--- src/rtl/keypad_pkg.sv ---
// rtl/keypad_pkg.sv - shared types, sizes and key-code map for the 4x4 keypad datapath
package keypad_pkg;

  typedef enum logic [1:0] {IDLE, SEEK, DEBOUNCE, PRESSED} kp_state_t;

  localparam int NUM_ROWS = 4;
  localparam int NUM_COLS = 4;

  // key_code = row*4 + col on a standard telephone-style 4x4 pad
  localparam logic [3:0] KEY_1    = 4'h0;
  localparam logic [3:0] KEY_2    = 4'h1;
  localparam logic [3:0] KEY_3    = 4'h2;
  localparam logic [3:0] KEY_A    = 4'h3;
  localparam logic [3:0] KEY_4    = 4'h4;
  localparam logic [3:0] KEY_5    = 4'h5;
  localparam logic [3:0] KEY_6    = 4'h6;
  localparam logic [3:0] KEY_B    = 4'h7;
  localparam logic [3:0] KEY_7    = 4'h8;
  localparam logic [3:0] KEY_8    = 4'h9;
  localparam logic [3:0] KEY_9    = 4'hA;
  localparam logic [3:0] KEY_C    = 4'hB;
  localparam logic [3:0] KEY_STAR = 4'hC;
  localparam logic [3:0] KEY_0    = 4'hD;
  localparam logic [3:0] KEY_HASH = 4'hE;
  localparam logic [3:0] KEY_D    = 4'hF;

  function automatic logic [7:0] key_to_char(input logic [3:0] code);
    case (code)
      4'h0: key_to_char = "1";
      4'h1: key_to_char = "2";
      4'h2: key_to_char = "3";
      4'h3: key_to_char = "A";
      4'h4: key_to_char = "4";
      4'h5: key_to_char = "5";
      4'h6: key_to_char = "6";
      4'h7: key_to_char = "B";
      4'h8: key_to_char = "7";
      4'h9: key_to_char = "8";
      4'hA: key_to_char = "9";
      4'hB: key_to_char = "C";
      4'hC: key_to_char = "*";
      4'hD: key_to_char = "0";
      4'hE: key_to_char = "#";
      default: key_to_char = "D";
    endcase
  endfunction

endpackage

--- src/rtl/sync_2ff.sv ---
// rtl/sync_2ff.sv - width-parameterised two-flop synchroniser
module sync_2ff #(
  parameter int WIDTH = 1
) (
  input  logic             clk,
  input  logic             rst,
  input  logic [WIDTH-1:0] d,
  output logic [WIDTH-1:0] q
);

  logic [WIDTH-1:0] meta;

  always_ff @(posedge clk or posedge rst) begin
    if (rst) begin
      meta <= '0;
      q    <= '0;
    end else begin
      meta <= d;
      q    <= meta;
    end
  end

endmodule

--- src/rtl/keypad_row_decoder.sv ---
// rtl/keypad_row_decoder.sv - row sampling, column lock, press/release debounce and key strobe
module keypad_row_decoder
  import keypad_pkg::*;
#(
  parameter int DEBOUNCE_CYCLES = 10,
  parameter int SETTLE_CYCLES   = 2
) (
  input  logic                slow_clk,
  input  logic                rst,
  input  logic [NUM_ROWS-1:0] row_in,
  input  logic [1:0]          column_index,
  output logic                key_pressed,
  output logic [3:0]          key_code,
  output logic                key_valid
);

  localparam int DW = $clog2(DEBOUNCE_CYCLES + 1);
  localparam int SW = $clog2(SETTLE_CYCLES + 1);

  kp_state_t           state;
  logic [NUM_ROWS-1:0] row_s;
  logic [1:0]          col_d1, col_d2;
  logic [1:0]          cap_row, cap_col;
  logic [1:0]          row_idx;
  logic                any_row;
  logic                cap_level;
  logic [SW-1:0]       settle_cnt;
  logic [DW-1:0]       deb_cnt;
  logic [DW-1:0]       rel_cnt;

  sync_2ff #(.WIDTH(NUM_ROWS)) u_row_sync (
    .clk (slow_clk),
    .rst (rst),
    .d   (row_in),
    .q   (row_s)
  );

  // Column delayed by the synchroniser depth so col_d2 names the column that drove row_s
  always_ff @(posedge slow_clk or posedge rst) begin
    if (rst) begin
      col_d1 <= '0;
      col_d2 <= '0;
    end else begin
      col_d1 <= column_index;
      col_d2 <= col_d1;
    end
  end

  always_comb begin
    row_idx = 2'd0;
    if (row_s[0])      row_idx = 2'd0;
    else if (row_s[1]) row_idx = 2'd1;
    else if (row_s[2]) row_idx = 2'd2;
    else if (row_s[3]) row_idx = 2'd3;
  end

  assign any_row   = |row_s;
  assign cap_level = row_s[cap_row];

  // Derived only from registered column_index and cap_col, so it moves solely after clock edges
  always_comb begin
    case (state)
      SEEK:             key_pressed = (column_index == cap_col);
      DEBOUNCE, PRESSED: key_pressed = 1'b1;
      default:          key_pressed = 1'b0;
    endcase
  end

  always_ff @(posedge slow_clk or posedge rst) begin
    if (rst) begin
      state      <= IDLE;
      cap_row    <= '0;
      cap_col    <= '0;
      settle_cnt <= '0;
      deb_cnt    <= '0;
      rel_cnt    <= '0;
      key_code   <= '0;
      key_valid  <= 1'b0;
    end else begin
      key_valid <= 1'b0;
      case (state)
        IDLE: begin
          if (any_row) begin
            cap_row    <= row_idx;
            cap_col    <= col_d2;
            settle_cnt <= '0;
            state      <= SEEK;
          end
        end
        SEEK: begin
          if (settle_cnt == SW'(SETTLE_CYCLES)) begin
            deb_cnt <= '0;
            state   <= DEBOUNCE;
          end else if (column_index == cap_col) begin
            settle_cnt <= settle_cnt + SW'(1);
          end
        end
        DEBOUNCE: begin
          if (!cap_level) begin
            state <= IDLE;
          end else if (deb_cnt == DW'(DEBOUNCE_CYCLES - 1)) begin
            key_code  <= {cap_row, cap_col};
            key_valid <= 1'b1;
            rel_cnt   <= '0;
            state     <= PRESSED;
          end else begin
            deb_cnt <= deb_cnt + DW'(1);
          end
        end
        PRESSED: begin
          // Other rows are ignored here: only the captured row can end the press
          if (cap_level) begin
            rel_cnt <= '0;
          end else if (rel_cnt == DW'(DEBOUNCE_CYCLES - 1)) begin
            state <= IDLE;
          end else begin
            rel_cnt <= rel_cnt + DW'(1);
          end
        end
        default: state <= IDLE;
      endcase
    end
  end

endmodule

--- config.mk ---
export PLATFORM = sky130hd
export DESIGN_NAME = keypad_row_decoder
export DESIGN_NICKNAME = d
export VERILOG_FILES = /design/src/rtl/keypad_pkg.sv /design/src/rtl/sync_2ff.sv /design/src/rtl/keypad_row_decoder.sv
export SDC_FILE = /design/constraint.sdc
export NUM_CORES = 1
export LEC_CHECK = 0
export BUFFER_PORTS_ARGS = -buffer_cell sky130_fd_sc_hd__clkbuf_2
export CAP_MARGIN = 10
export CORE_ASPECT_RATIO = 1.5
export CORE_MARGIN = 4
export CORE_UTILIZATION = 54
export CTS_BUF_LIST = sky130_fd_sc_hd__clkbuf_2 sky130_fd_sc_hd__clkbuf_4 sky130_fd_sc_hd__clkbuf_8
export DETAILED_ROUTE_END_ITERATION = 8
export PLACE_DENSITY_LB_ADDON = 0.08
export REMOVE_ABC_BUFFERS = 1
export SLEW_MARGIN = 0
export SYNTH_ARGS = -nofsm -noshare
export SYNTH_HDL_FRONTEND = slang
export SYNTH_SLANG_ARGS = --single-unit
--- constraint.sdc ---
create_clock -name slow_clk -period 1.7 [get_ports slow_clk]
set_input_delay 0.34 -clock slow_clk [delete_from_list [all_inputs] [get_ports slow_clk]]
set_output_delay 0.34 -clock slow_clk [all_outputs]
set_load 0.05 [all_outputs]
# --- Yosys cells after proc, flatten, opt, wreduce, memory -nomap -nowiden ---
# Cells that the tools add are included.
word_totals:
  register_bits: 33
  output_inout_bits: 6
  word_cells: 76
classes:
  add_sub_neg: 3
  order_cmp: 1
  eq_ne: 18
  n_mux: 30
  n_reduce_logical: 12
op_table:
  columns: ["op", "count"]
  rows:
  - ["two-way mux 4 bit", 7]
  - ["two-way mux 2 bit", 13]
  - ["inequality test 2 bit (second input constant)", 9]
  - ["case mux 4 bit (2 select lines)", 2]
  - ["AND reduction 4 bit", 3]
  - ["adder 4 x 1 -> 4 bit (second input constant)", 2]
  - ["equality test 4 bit (second input constant)", 2]
  - ["case mux 2 bit (4 select lines)", 1]
  - ["equality test 2 bit (second input constant)", 3]
  - ["inequality test 3 bit (second input constant)", 2]
  - ["nonzero test 2 bit", 3]
  - ["AND reduction 5 bit", 1]
  - ["two-way mux 1 bit", 4]
  - ["case mux 2 bit (2 select lines)", 1]
  - ["OR reduction 4 bit", 1]
  - ["less-than comparator 2 x 3 -> 1 bit (second input constant)", 1]
  - ["AND reduction 3 bit", 1]
  - ["adder 2 x 1 -> 2 bit (second input constant)", 1]
  - ["binary-select mux 1 bit (select 2 bit)", 1]
  - ["equality test 2 x 1 -> 1 bit (second input constant)", 1]
  - ["equality test 2 bit", 1]
  - ["zero test 2 bit", 1]
  - ["case mux 1 bit (2 select lines)", 1]
  - ["AND reduction 2 bit", 1]
  - ["OR reduction 2 bit", 1]

# --- Logic depth before layout (Yosys ltp) ---
depth:
  word_depth: 4
  depth_mapped: 5

# --- By module ---
# Synthesis repeated with hierarchy kept, for this count alone.
hier_totals:
  cells_unflattened: 127
  hier_area_um2: 1448.9
modules_own_cells:
  columns: ["module", "instances", "cells_each", "area_per_inst_um2"]
  rows:
  - ["keypad_row_decoder", 1, 118, 1244.9]
  - ["sync_2ff", 1, 9, 203.9]

# --- Least setup slack after synthesis ---
# OpenSTA, ideal clock, no wires.
synth_path:
  path_kind: "flip-flop to output port"
  from: "register state[0]"
  to: "output port key_pressed"
  t_arrival_ns: 1.881
  required_ns: 1.360
  setup_slack_ns: -0.521
  path_stages_with_launch: 4
  path_cell_list: "dfrtp_1 clkbuf_1 inv_1 o31ai_1"
synth_via:
  elab_chain_len: 3
  word_cells_on_any_way: 5
synth_rtl:
  columns: ["item", "line_no", "rtl"]
  rows:
  - ["start, declared", "keypad_row_decoder.sv:20", "kp_state_t state;"]
  - ["start signal, assigned", "keypad_row_decoder.sv:71", "state <= IDLE;"]
  - ["start signal, assigned", "keypad_row_decoder.sv:87", "state <= SEEK;"]
  - ["start signal, assigned", "keypad_row_decoder.sv:93", "state <= DEBOUNCE;"]
  - ["equality test 2 bit", "keypad_row_decoder.sv:62", "case (state)"]
  - ["OR reduction 2 bit", "keypad_row_decoder.sv:62", null]
  - ["case mux 1 bit (2 select lines) (*)", "keypad_row_decoder.sv:62", null]
  - ["end, declared", "keypad_row_decoder.sv:12", "output logic key_pressed,"]
# Mark *: on every way between the ends. The rest lies on a longest branch, timed or not.

# --- Worst setup path after layout ---
layout_path:
  from: "register cap_row[1]"
  to: "register rel_cnt[3]"
layout_via:
  elab_chain_len: 4
  word_cells_on_any_way: 7
layout_rtl:
  columns: ["item", "line_no", "rtl"]
  rows:
  - ["start, declared", "keypad_row_decoder.sv:23", "logic [1:0] cap_row, cap_col;"]
  - ["start signal, assigned", "keypad_row_decoder.sv:84", "cap_row <= row_idx;"]
  - ["binary-select mux 1 bit (select 2 bit) (*)", "keypad_row_decoder.sv:58", "assign cap_level = row_s[cap_row];"]
  - ["two-way mux 1 bit (implied by the code) (*)", "keypad_row_decoder.sv:58", null]
  - ["inequality test 3 bit (no line), or another cell as far along", null, null]
  - ["AND reduction 4 bit (no line) or case mux 4 bit (2 select lines) (tied branches)", null, null]
  - ["end signal, assigned", "keypad_row_decoder.sv:117", "rel_cnt <= rel_cnt + DW'(1);"]
  - ["end, declared", "keypad_row_decoder.sv:29", "logic [DW-1:0] rel_cnt;"]
# Mark *: on every way between the ends. The rest lies on a longest branch, timed or not. The select of a mux whose other input is x is not followed.
# A chain may end at the register's enable or synchronous reset.

==> results.sh <==
export IMPL_via_per_inst=5.66
export IMPL_cts_tree="done"
export IMPL_clock_latency_ps=280
export IMPL_ys_types=41
export IMPL_slew_viol_final=0
export IMPL_grt_max_degree=34
export IMPL_cts_buffer_depth=2
export IMPL_stdcell_area_um2=1890
export IMPL_synthFlopType="dfrtp_1"
export IMPL_ir_drop_mv=1.00
export IMPL_die_y_um=72.7
export IMPL_fin_crit_sh=0.995
export IMPL_endpoint_kind="register"
export IMPL_hold_buffers=0
export IMPL_multi_input_area_um2=652
export IMPL_synth_edff_count=0
export IMPL_antenna_found_initial=0
export IMPL_status="completed"
export IMPL_track_usage=0.193
export IMPL_fin_crit_ps=1690
export IMPL_ys_seq_area_frac=0.547
export IMPL_hold_violations=0
export IMPL_critPathKind="register to register"
export IMPL_fp_coreArea_um2=2680
export IMPL_crit_fanout=8
export IMPL_clockRootBuffer="clkbuf_8"
export IMPL_p_leak_nw=0.910
export IMPL_crit_required_ps=1890
export IMPL_power_mw=3.15
export IMPL_crit_arrival_ps=1880
export IMPL_ant_nets=0
export IMPL_area_growth_pct=25.5
export IMPL_die_w_um=51.2
export IMPL_setup_ws_ps=8.07
export IMPL_gp_congestion=0.822
export IMPL_h_tree_depth=2
export IMPL_worst_pin_slew_ps=406
export IMPL_routed_wl_mm=3.15
export IMPL_avgSynthCellArea_um2=11.8
export IMPL_syn_inst=128
export IMPL_dp_cells=188
export IMPL_power_density_nw_per_um2=1660
export IMPL_drc_errors=0
export IMPL_maxSlewHeadroom=0.729
export IMPL_yosysWarnings=0
export IMPL_rsz0062_at_grt="yes"
export IMPL_crit_slowest_cell="mux4_2"
export IMPL_cts_sinks=33
export IMPL_n_fill_cell=192
export IMPL_fp_row_count=23
export IMPL_cpPeakStageDelay_ps=600
export IMPL_nNetsFinal=172
export IMPL_first_pass_iters=4
export IMPL_grt_pass1_vias=1189
export IMPL_regArea_um2=827
export IMPL_synthArstFlopShare=1.00
export IMPL_fin_cells=197
export IMPL_hpwl_mm=2.18
export IMPL_holdWs_ps=114
export IMPL_overflow=0
export IMPL_setup_tns_ps=0
export IMPL_synth_area_um2=1510
export IMPL_portBuffers=13
export IMPL_finalClockSkew_ps=1.59
export IMPL_post_place_ws_ps=-21.2
export IMPL_diodes=0
export IMPL_clock_fmax_mhz=591
export IMPL_dieArea_um2=3720
export IMPL_finalSetupViolCount=0
export IMPL_path_cells="mux4_2 > or3_4 > a221oi_2"
export IMPL_vias=1116
export IMPL_postLayoutCoreUtil=0.708
export IMPL_initial_core_util=0.564
export IMPL_grt_pass1_wl_mm=5.35
export IMPL_synth_seq_cells=33
export IMPL_cts_buffers=5
export IMPL_max_cap_violations=0
export IMPL_place_area_um2=1730
export IMPL_drive_gt1_frac=0.319
export IMPL_start_kind="register"
export IMPL_cts_clk_slew_worst_paths_ps=70
export IMPL_boundaryPins=14
export IMPL_first_iter_violations=14
export IMPL_avgRoutedWirePerCell_um=16.0
export IMPL_hp_class="primary input to async pin"
## routing by layer
metal | routed length (um) | global-route usage | vias up
met5 | 0 | 0 | -
met4 | 59 | 0.0749 | 0
met3 | 104 | 0.0552 | 8
met2 | 1690 | 0.340 | 17
met1 | 1290 | 0.217 | 558
li1 | - | - | 533
## placed cells by master, fill, tap and decap left out, types with 2 or more instances in the layout
cell type,instances
o31a_1,2
dfrtp_1,32
mux2i_1,2
a221o_1,2
nand3_1,2
nand4_1,2
o32a_1,2
nor2_1,3
nand3b_1,3
o2111ai_1,2
a31oi_1,2
mux2_2,6
xor2_2,2
buf_4,16
nand2_1,4
nor3_1,7
inv_1,13
clkbuf_8,6
clkbuf_2,12
ha_1,5
o21bai_1,2
o211ai_1,4
and3b_1,3
a21oi_1,3
## area by class of cell
type	count	share of cell area
clock buffers	6	0.0436
clock inverters	2	0.0198
inverters	13	0.0258
multi-input cells	77	0.344
flip-flops and latches	33	0.437
well taps	37	0.0244
repair buffers	29	0.106
## worst max-delay path, delay by kind of cell, from the launching register on
family	cells	cell delay [ps]
and+or+nand+nor	1	400
muxes	1	600
AOI/OAI and AO/OA	1	220
DFF	1	390
## cell usage after synthesis (2+ instances only)
cell	instances	area (um2)
dfrtp_1	33	826
inv_1	13	48.8
nor3_1	7	35.0
mux2_2	6	67.6
ha_1	5	62.6
nand2_1	4	15.0
o211ai_1	4	30.0
a21oi_1	3	15.0
and3b_1	3	26.3
clkbuf_1	3	11.3
nand3_1	3	15.0
nand3b_1	3	22.5
nor2_1	3	11.3
a221o_1	2	20.0
a31oi_1	2	12.5
buf_2	2	10.0
mux2i_1	2	20.0
nand4_1	2	12.5
o2111ai_1	2	17.5
o21bai_1	2	15.0
o31a_1	2	17.5
o32a_1	2	20.0
xor2_1	2	17.5
## timing repair
item                                    in CTS  in global routing
resized for setup                            4                  4
endpoints found under the setup margin       6                  3
pin swaps                                    2                  2
buffers inserted                             1                  0
## state kept, by name (all words and copies together) (netlist names)
signal           flops
state                2
key_valid            1
u_row_sync.meta      4
settle_cnt           2
col_d1               2
deb_cnt              4
u_row_sync.q         4
cap_row              2
key_code             4
cap_col              2
col_d2               2
rel_cnt              4
## path summary, 6_finish.rpt
| check | endpoint | slack, ps | from | depth (start not counted) |
|---|---|---|---|---|
| setup / recovery | rel_cnt[3] | 8 | cap_row[1] | 3 |
| hold / removal | cap_row[0] | 110 | rst | 3 |
| setup reg to reg | rel_cnt[3] | 8 | cap_row[1] | 3 |
| hold reg to reg | u_row_sync.q[1] | 350 | u_row_sync.meta[1] | 0 |
| max in group asynchronous | state[1] | 1280 | rst | 3 |
| min in group slow_clk | u_row_sync.meta[1] | 160 | row_in[1] | 1 |
## logic make-up after synthesis
logic type      synth area share
mux                       0.0730
compound gates             0.159
flops                      0.547
xor+xnor                  0.0116
buf+inv                   0.0464
fa+ha+maj                 0.0415
simple gates               0.121
## report_power, final
part / switching (mW) / leakage, nW / internal [mW]
logic: 0.627 / 0.446 / 0.588
registers: 0.202 / 0.407 / 0.961
clock network: 0.292 / 0.0574 / 0.476
total: 1.12 / 0.910 / 2.03
(Power assumes the default switching activity.)
